### src/rtl/hub75_fb_writer.sv
// Stream-to-framebuffer writer for a double-buffered HUB75 display: packs RGB888 to 7-7-6
// and writes the back bank, swapping only at the scan engine's frame boundary. Macro HUB75_FB_ROUND_EN selects rounding packing.
module hub75_fb_writer #(
  parameter int WIDTH  = 256,
  parameter int HEIGHT = 64,
  parameter int XW     = 8,
  parameter int YW     = 6
) (
  input  logic             sys_clk,
  input  logic             rst_n,
  input  logic             s_valid,
  output logic             s_ready,
  input  logic [23:0]      s_data,
  input  logic             s_sof,
  input  logic             frame_start,
  output logic             fb_we,
  output logic [YW+XW:0]   fb_waddr,
  output logic [19:0]      fb_wdata,
  output logic             rd_bank,
  output logic             frame_pending,
  output logic             sync_err,
  output logic [7:0]       err_cnt
);

  typedef enum logic [1:0] {WAIT_SOF, WRITE, WAIT_SWAP} state_t;

  localparam logic [XW-1:0] X_LAST = XW'(WIDTH - 1);
  localparam logic [YW-1:0] Y_LAST = YW'(HEIGHT - 1);

  state_t            r_state;
  logic [XW-1:0]     r_x;
  logic [YW-1:0]     r_y;
  logic              r_wbank;
  logic              r_we;
  logic [YW+XW:0]    r_waddr;
  logic [19:0]       r_wdata;
  logic              r_pending;
  logic              r_sync_err;
  logic [7:0]        r_err_cnt;
  logic              w_accept;
  logic [19:0]       w_packed;

  function automatic logic [6:0] rnd7(input logic [7:0] v);
    logic [8:0] s;
    s = {1'b0, v} + 9'd1;
    return s[8] ? 7'h7F : s[7:1];
  endfunction

  function automatic logic [5:0] rnd6(input logic [7:0] v);
    logic [9:0] s;
    s = {2'b00, v} + 10'd2;
    return s[8] ? 6'h3F : s[7:2];
  endfunction

  function automatic logic [19:0] pack_px(input logic [23:0] d);
`ifdef HUB75_FB_ROUND_EN
    return {rnd7(d[23:16]), rnd7(d[15:8]), rnd6(d[7:0])};
`else
    return {d[23:17], d[15:9], d[7:2]};
`endif
  endfunction

  // Ready depends on state alone so the producer never sees a valid->ready loop.
  assign s_ready       = (r_state != WAIT_SWAP);
  assign w_accept      = s_valid & s_ready;
  assign w_packed      = pack_px(s_data);

  assign fb_we         = r_we;
  assign fb_waddr      = r_waddr;
  assign fb_wdata      = r_wdata;
  assign rd_bank       = ~r_wbank;
  assign frame_pending = r_pending;
  assign sync_err      = r_sync_err;
  assign err_cnt       = r_err_cnt;

  always_ff @(posedge sys_clk or negedge rst_n) begin
    if (!rst_n) begin
      r_state    <= WAIT_SOF;
      r_x        <= '0;
      r_y        <= '0;
      r_wbank    <= 1'b0;
      r_we       <= 1'b0;
      r_waddr    <= '0;
      r_wdata    <= '0;
      r_pending  <= 1'b0;
      r_sync_err <= 1'b0;
      r_err_cnt  <= '0;
    end else begin
      r_we       <= 1'b0;
      r_sync_err <= 1'b0;
      case (r_state)
        WAIT_SOF: begin
          if (w_accept && s_sof) begin
            r_we    <= 1'b1;
            r_waddr <= {r_wbank, {YW{1'b0}}, {XW{1'b0}}};
            r_wdata <= w_packed;
            r_x     <= XW'(1);
            r_y     <= '0;
            r_state <= WRITE;
          end
        end
        WRITE: begin
          if (w_accept) begin
            r_we    <= 1'b1;
            r_wdata <= w_packed;
            if (s_sof && (r_x != '0 || r_y != '0)) begin
              // Resync: restart the frame in the same bank rather than drop the pixel.
              r_sync_err <= 1'b1;
              if (r_err_cnt != 8'hFF) r_err_cnt <= r_err_cnt + 8'd1;
              r_waddr <= {r_wbank, {YW{1'b0}}, {XW{1'b0}}};
              r_x     <= XW'(1);
              r_y     <= '0;
            end else begin
              r_waddr <= {r_wbank, r_y, r_x};
              if (r_x == X_LAST && r_y == Y_LAST) begin
                r_pending <= 1'b1;
                r_x       <= '0;
                r_y       <= '0;
                r_state   <= WAIT_SWAP;
              end else if (r_x == X_LAST) begin
                r_x <= '0;
                r_y <= r_y + 1'b1;
              end else begin
                r_x <= r_x + 1'b1;
              end
            end
          end
        end
        WAIT_SWAP: begin
          if (frame_start) begin
            r_wbank   <= ~r_wbank;
            r_pending <= 1'b0;
            r_state   <= WAIT_SOF;
          end
        end
        default: r_state <= WAIT_SOF;
      endcase
    end
  end

endmodule

### config.mk
export PLATFORM = sky130hd
export DESIGN_NAME = hub75_fb_writer
export DESIGN_NICKNAME = d
export VERILOG_FILES = /design/src/rtl/hub75_fb_writer.sv
export SDC_FILE = /design/constraint.sdc
export NUM_CORES = 1
export LEC_CHECK = 0
export CORE_AREA = 2 2 73 75
export CTS_CLUSTER_DIAMETER = 120
export DETAILED_ROUTE_END_ITERATION = 7
export DIE_AREA = 0 0 75 77
export DONT_BUFFER_PORTS = 1
export GPL_ROUTABILITY_DRIVEN = 0
export HOLD_SLACK_MARGIN = 0.06
export PLACE_DENSITY = 0.71
export SLEW_MARGIN = 10
export SYNTH_ARGS = -nofsm -noshare
export SYNTH_HDL_FRONTEND = slang
export SYNTH_SLANG_ARGS = --single-unit
export TNS_END_PERCENT = 5
### constraint.sdc
create_clock -name sys_clk -period 2.2 [get_ports sys_clk]
set_input_delay 0.22 -clock sys_clk [delete_from_list [all_inputs] [get_ports sys_clk]]
set_output_delay 0.22 -clock sys_clk [all_outputs]
set_load 0.005 [all_outputs]
==> reports/qor.json <==
{
  "outcome": "complete, no violations",
  "finalSetupViolCount": 0,
  "hold_path.startpoint": "s_sof",
  "fin_crit_ns": 2.03,
  "floorplan.die.width_um": 75,
  "rr_worst_depth": 8,
  "wire_length_of_the_first_global_routing_pass_um": 10400,
  "maxCapViolations": 0,
  "clockBufferDepth": 2,
  "fin_nets": 368,
  "area_enclosed_by_the_die_boundary_um2": 5780,
  "grt_max_degree": 64,
  "max-vdd-ir-drop_mv": 0.560,
  "synth.ff_latch_count": 63,
  "row_count": 26,
  "floorplan.core_area_um2": 4980,
  "detail_route.drc_violations": 0,
  "worstReg2RegEnd": "r_x[3]$_DFFE_PN0P_",
  "leakagePower_nw": 1.55,
  "htreeDepth": 3,
  "synthesis.instances": 305,
  "antenna_found_initial": 0,
  "hpwlAfterDp_um": 3850,
  "wirelength_per_cell_um": 15.0,
  "postSynth.asyncResetShare_pct": 100,
  "number_of_flops_mapped_to_enable_cells_by_yosys": 0,
  "netlist.top_cell.by_area": "sky130_fd_sc_hd__dfrtp_1",
  "min_to": "r_state[0]$_DFFE_PN0P_",
  "final_hold_viol_count": 0,
  "initial_core_util_pct": 57.0,
  "portBuffers": 0,
  "ys_dominant_reg_cell": "sky130_fd_sc_hd__dfrtp_1",
  "cts-buffers-inserted": 9,
  "vias": 2303,
  "setup.reg_to_reg.worst_slack_ns": 0.17,
  "netlist-cell-type-count": 39,
  "tightestPinTransition_ns": 0.592,
  "report.final.slew_viol_count": 0,
  "syn_nets": 339,
  "cts_root_buf": "sky130_fd_sc_hd__clkbuf_8",
  "cellPowerDensity_nw_per_um2": 941,
  "cts_tree": "done",
  "grt-ovfl-total": 0,
  "synth.yosys.warnings": 0,
  "dr.first_iter.drc_count": 230,
  "count_of_antenna_violating_nets_left_after_detailed_routing": 0,
  "layout_setup_ws_ns": 0.172,
  "worstPathArrival_ns": 2.28,
  "first_global_vias": 2209,
  "wirelength_um": 6150,
  "viasPerCell": 5.63,
  "post_synthesis_sequential_area_ratio_pct": 55.6,
  "worst_setup_path_start_kind": "register",
  "clkSinkCount": 63,
  "antenna-diode-count": 0,
  "fin_total_pwr_mw": 3.23,
  "synthDominantCellAreaShare_pct": 55.6,
  "critical_path_peak_fanout": 9,
  "netlist_area_um2": 2840,
  "clock_insertion_delay_worst_skew_ns": 0.34,
  "finalCoreUtilization_pct": 69.0,
  "final_clock_period_utilization_by_the_worst_path_pct": 92.2,
  "worstPathRequired_ns": 2.45,
  "first_pass_iters": 4,
  "syn2layout_area_growth_pct": 21.0,
  "path_clk_slew_ns": 0.07,
  "finalClockSkew_ns": 0.00849,
  "synthTopCellsByArea": "sky130_fd_sc_hd__dfrtp_1, sky130_fd_sc_hd__nand2_1, sky130_fd_sc_hd__o21ai_0, sky130_fd_sc_hd__o31ai_1, sky130_fd_sc_hd__nand3_1",
  "min_delay_path_depth": 2,
  "max_freq_mhz": 493,
  "overall_global_routing_usage_pct": 23.8,
  "drive_above_1_share_pct": 10.9,
  "io_pins": 77,
  "syn_avg_cell_area_um2": 9.30,
  "chipHeight_um": 77,
  "endpoint_type_of_the_worst_setup_path": "register",
  "critical_path.reg2reg.startpoint": "r_x[0]$_DFFE_PN0P_",
  "hold_path_class": "input port to register",
  "dp_worst_setup_slack_ns": 0.177,
  "crit_type": "register to register",
  "slew-limit-headroom_pct": 60.4
}
[registers in the layout, summed over array words and instances, names as in the netlist]
signal,count
r_state,2
frame_pending,1
fb_wdata,20
fb_we,1
r_y,6
r_wbank,1
err_cnt,8
r_x,8
sync_err,1
fb_waddr,15
[area by class of cell]
| class | instances | area, um^2 |
|---|---|---|
| Inverter | 10 | 37.5 |
| Tap cell | 70 | 87.6 |
| Clock buffer | 9 | 124 |
| Multi-Input combinational cell | 218 | 1170 |
| Sequential cell | 63 | 1580 |
| Timing Repair Buffer | 32 | 315 |
| Fill cell | 388 | 1550 |
| Clock inverter | 7 | 119 |
[report_power, final]
part / internal (mW) / switching (mW) / total [mW]
combinational: 0.243 / 0.293 / 0.535
clock: 0.754 / 0.462 / 1.22
sequential: 1.31 / 0.173 / 1.48
total: 2.30 / 0.927 / 3.23
[per-layer routing]
layer,routed length (um),part of all wire (%),vias to the layer above,track usage (%)
met3,300,4.9,9,6.96
met1,2700,44,1122,31.8
met2,3050,50,71,35.9
li1,-,-,1101,-
met4,100,1.6,0,9.82
met5,0,0,-,0
[how the worst max path moves through the flow]
stage | from | end | cells past startpoint
2_1_floorplan | r_y[0]$_DFFE_PN0P_ | err_cnt[7]$_DFFE_PN0P_ | 7
3_3_place_gp | r_y[0]$_DFFE_PN0P_ | r_y[4]$_DFFE_PN0P_ | 8
3_5_place_dp | r_y[0]$_DFFE_PN0P_ | r_y[2]$_DFFE_PN0P_ | 8
4_1_cts | r_y[0]$_DFFE_PN0P_ | r_y[5]$_DFFE_PN0P_ | 8
5_1_grt | r_x[0]$_DFFE_PN0P_ | fb_waddr[0]$_DFFE_PN0P_ | 7
6_report | r_x[0]$_DFFE_PN0P_ | r_x[3]$_DFFE_PN0P_ | 8
[synthesized netlist by cell type, types with 2 or more instances]
cell type                  number
sky130_fd_sc_hd__clkbuf_1       8
sky130_fd_sc_hd__nor2_1        10
sky130_fd_sc_hd__nor3_1         3
sky130_fd_sc_hd__nand4_1        4
sky130_fd_sc_hd__dfrtp_1       63
sky130_fd_sc_hd__nor4_2         2
sky130_fd_sc_hd__inv_1          9
sky130_fd_sc_hd__buf_1          3
sky130_fd_sc_hd__o31ai_1        9
sky130_fd_sc_hd__a311oi_1       2
sky130_fd_sc_hd__xor2_1         2
sky130_fd_sc_hd__a211oi_1       4
sky130_fd_sc_hd__and3_1         2
sky130_fd_sc_hd__o22ai_1        2
sky130_fd_sc_hd__buf_2          3
sky130_fd_sc_hd__a21oi_1        4
sky130_fd_sc_hd__nand3_1       13
sky130_fd_sc_hd__o21ai_1        2
sky130_fd_sc_hd__ha_1           5
sky130_fd_sc_hd__xnor2_1        5
sky130_fd_sc_hd__nor4b_2        2
sky130_fd_sc_hd__a31oi_1        2
sky130_fd_sc_hd__o21ai_0       30
sky130_fd_sc_hd__nand2_1      101
[placed cells by master (no fill, tap or decap), drive strengths merged, types with 5 or more instances in the layout]
master	instances
buf	10
clkbuf	9
dfrtp	63
dlygate4sd3	22
ha	5
inv	10
nand2	101
nand3	13
nor2	10
nor3	5
o21ai	32
o31ai	9
xnor2	5
[worst max-delay path, cell delays in order, from the launching register on]
cell and delay [ns]:
sky130_fd_sc_hd__dfrtp_1 0.42, sky130_fd_sc_hd__inv_1 0.11, sky130_fd_sc_hd__ha_1 0.16, sky130_fd_sc_hd__nor4b_2 0.31, sky130_fd_sc_hd__a31oi_2 0.23, sky130_fd_sc_hd__buf_4 0.22
sky130_fd_sc_hd__nor4b_1 0.32, sky130_fd_sc_hd__o21ai_1 0.09, sky130_fd_sc_hd__o31ai_1 0.07
[repair_timing]
item	in CTS	in global routing
buffers inserted	0	0
gates resized for setup	0	1
setup endpoints to repair	0	1
hold buffers	23	0
hold endpoints to repair	86	0
[logic make-up after synthesis]
| group | after synthesis | share of synthesized area (%) |
|---|---|---|
| AND/OR/NAND/NOR | 146 | 23.9 |
| flip-flops | 63 | 55.6 |
| AO/OA/AOI/OAI | 59 | 12.5 |
| buffers and inverters | 24 | 3.31 |
| XOR/XNOR | 7 | 2.16 |
| adder cells (fa/ha/maj) | 5 | 2.21 |
| multiplexers | 1 | 0.397 |
[per-stage QoR]
stage / setup TNS, ns / instances / hold WS [ns] / area (um^2)
after floorplan: 0 / 305 / -0.0756 / 2840
after global placement: 0 / 370 / -0.0742 / 2940
after detailed placement: 0 / 370 / -0.0742 / 2940
after CTS: 0 / 409 / 0.0689 / 3430
after global routing: -0.00616 / 409 / 0.100 / 3430
final: 0 / 409 / 0.0781 / 3430
(Power assumes the default switching activity.)
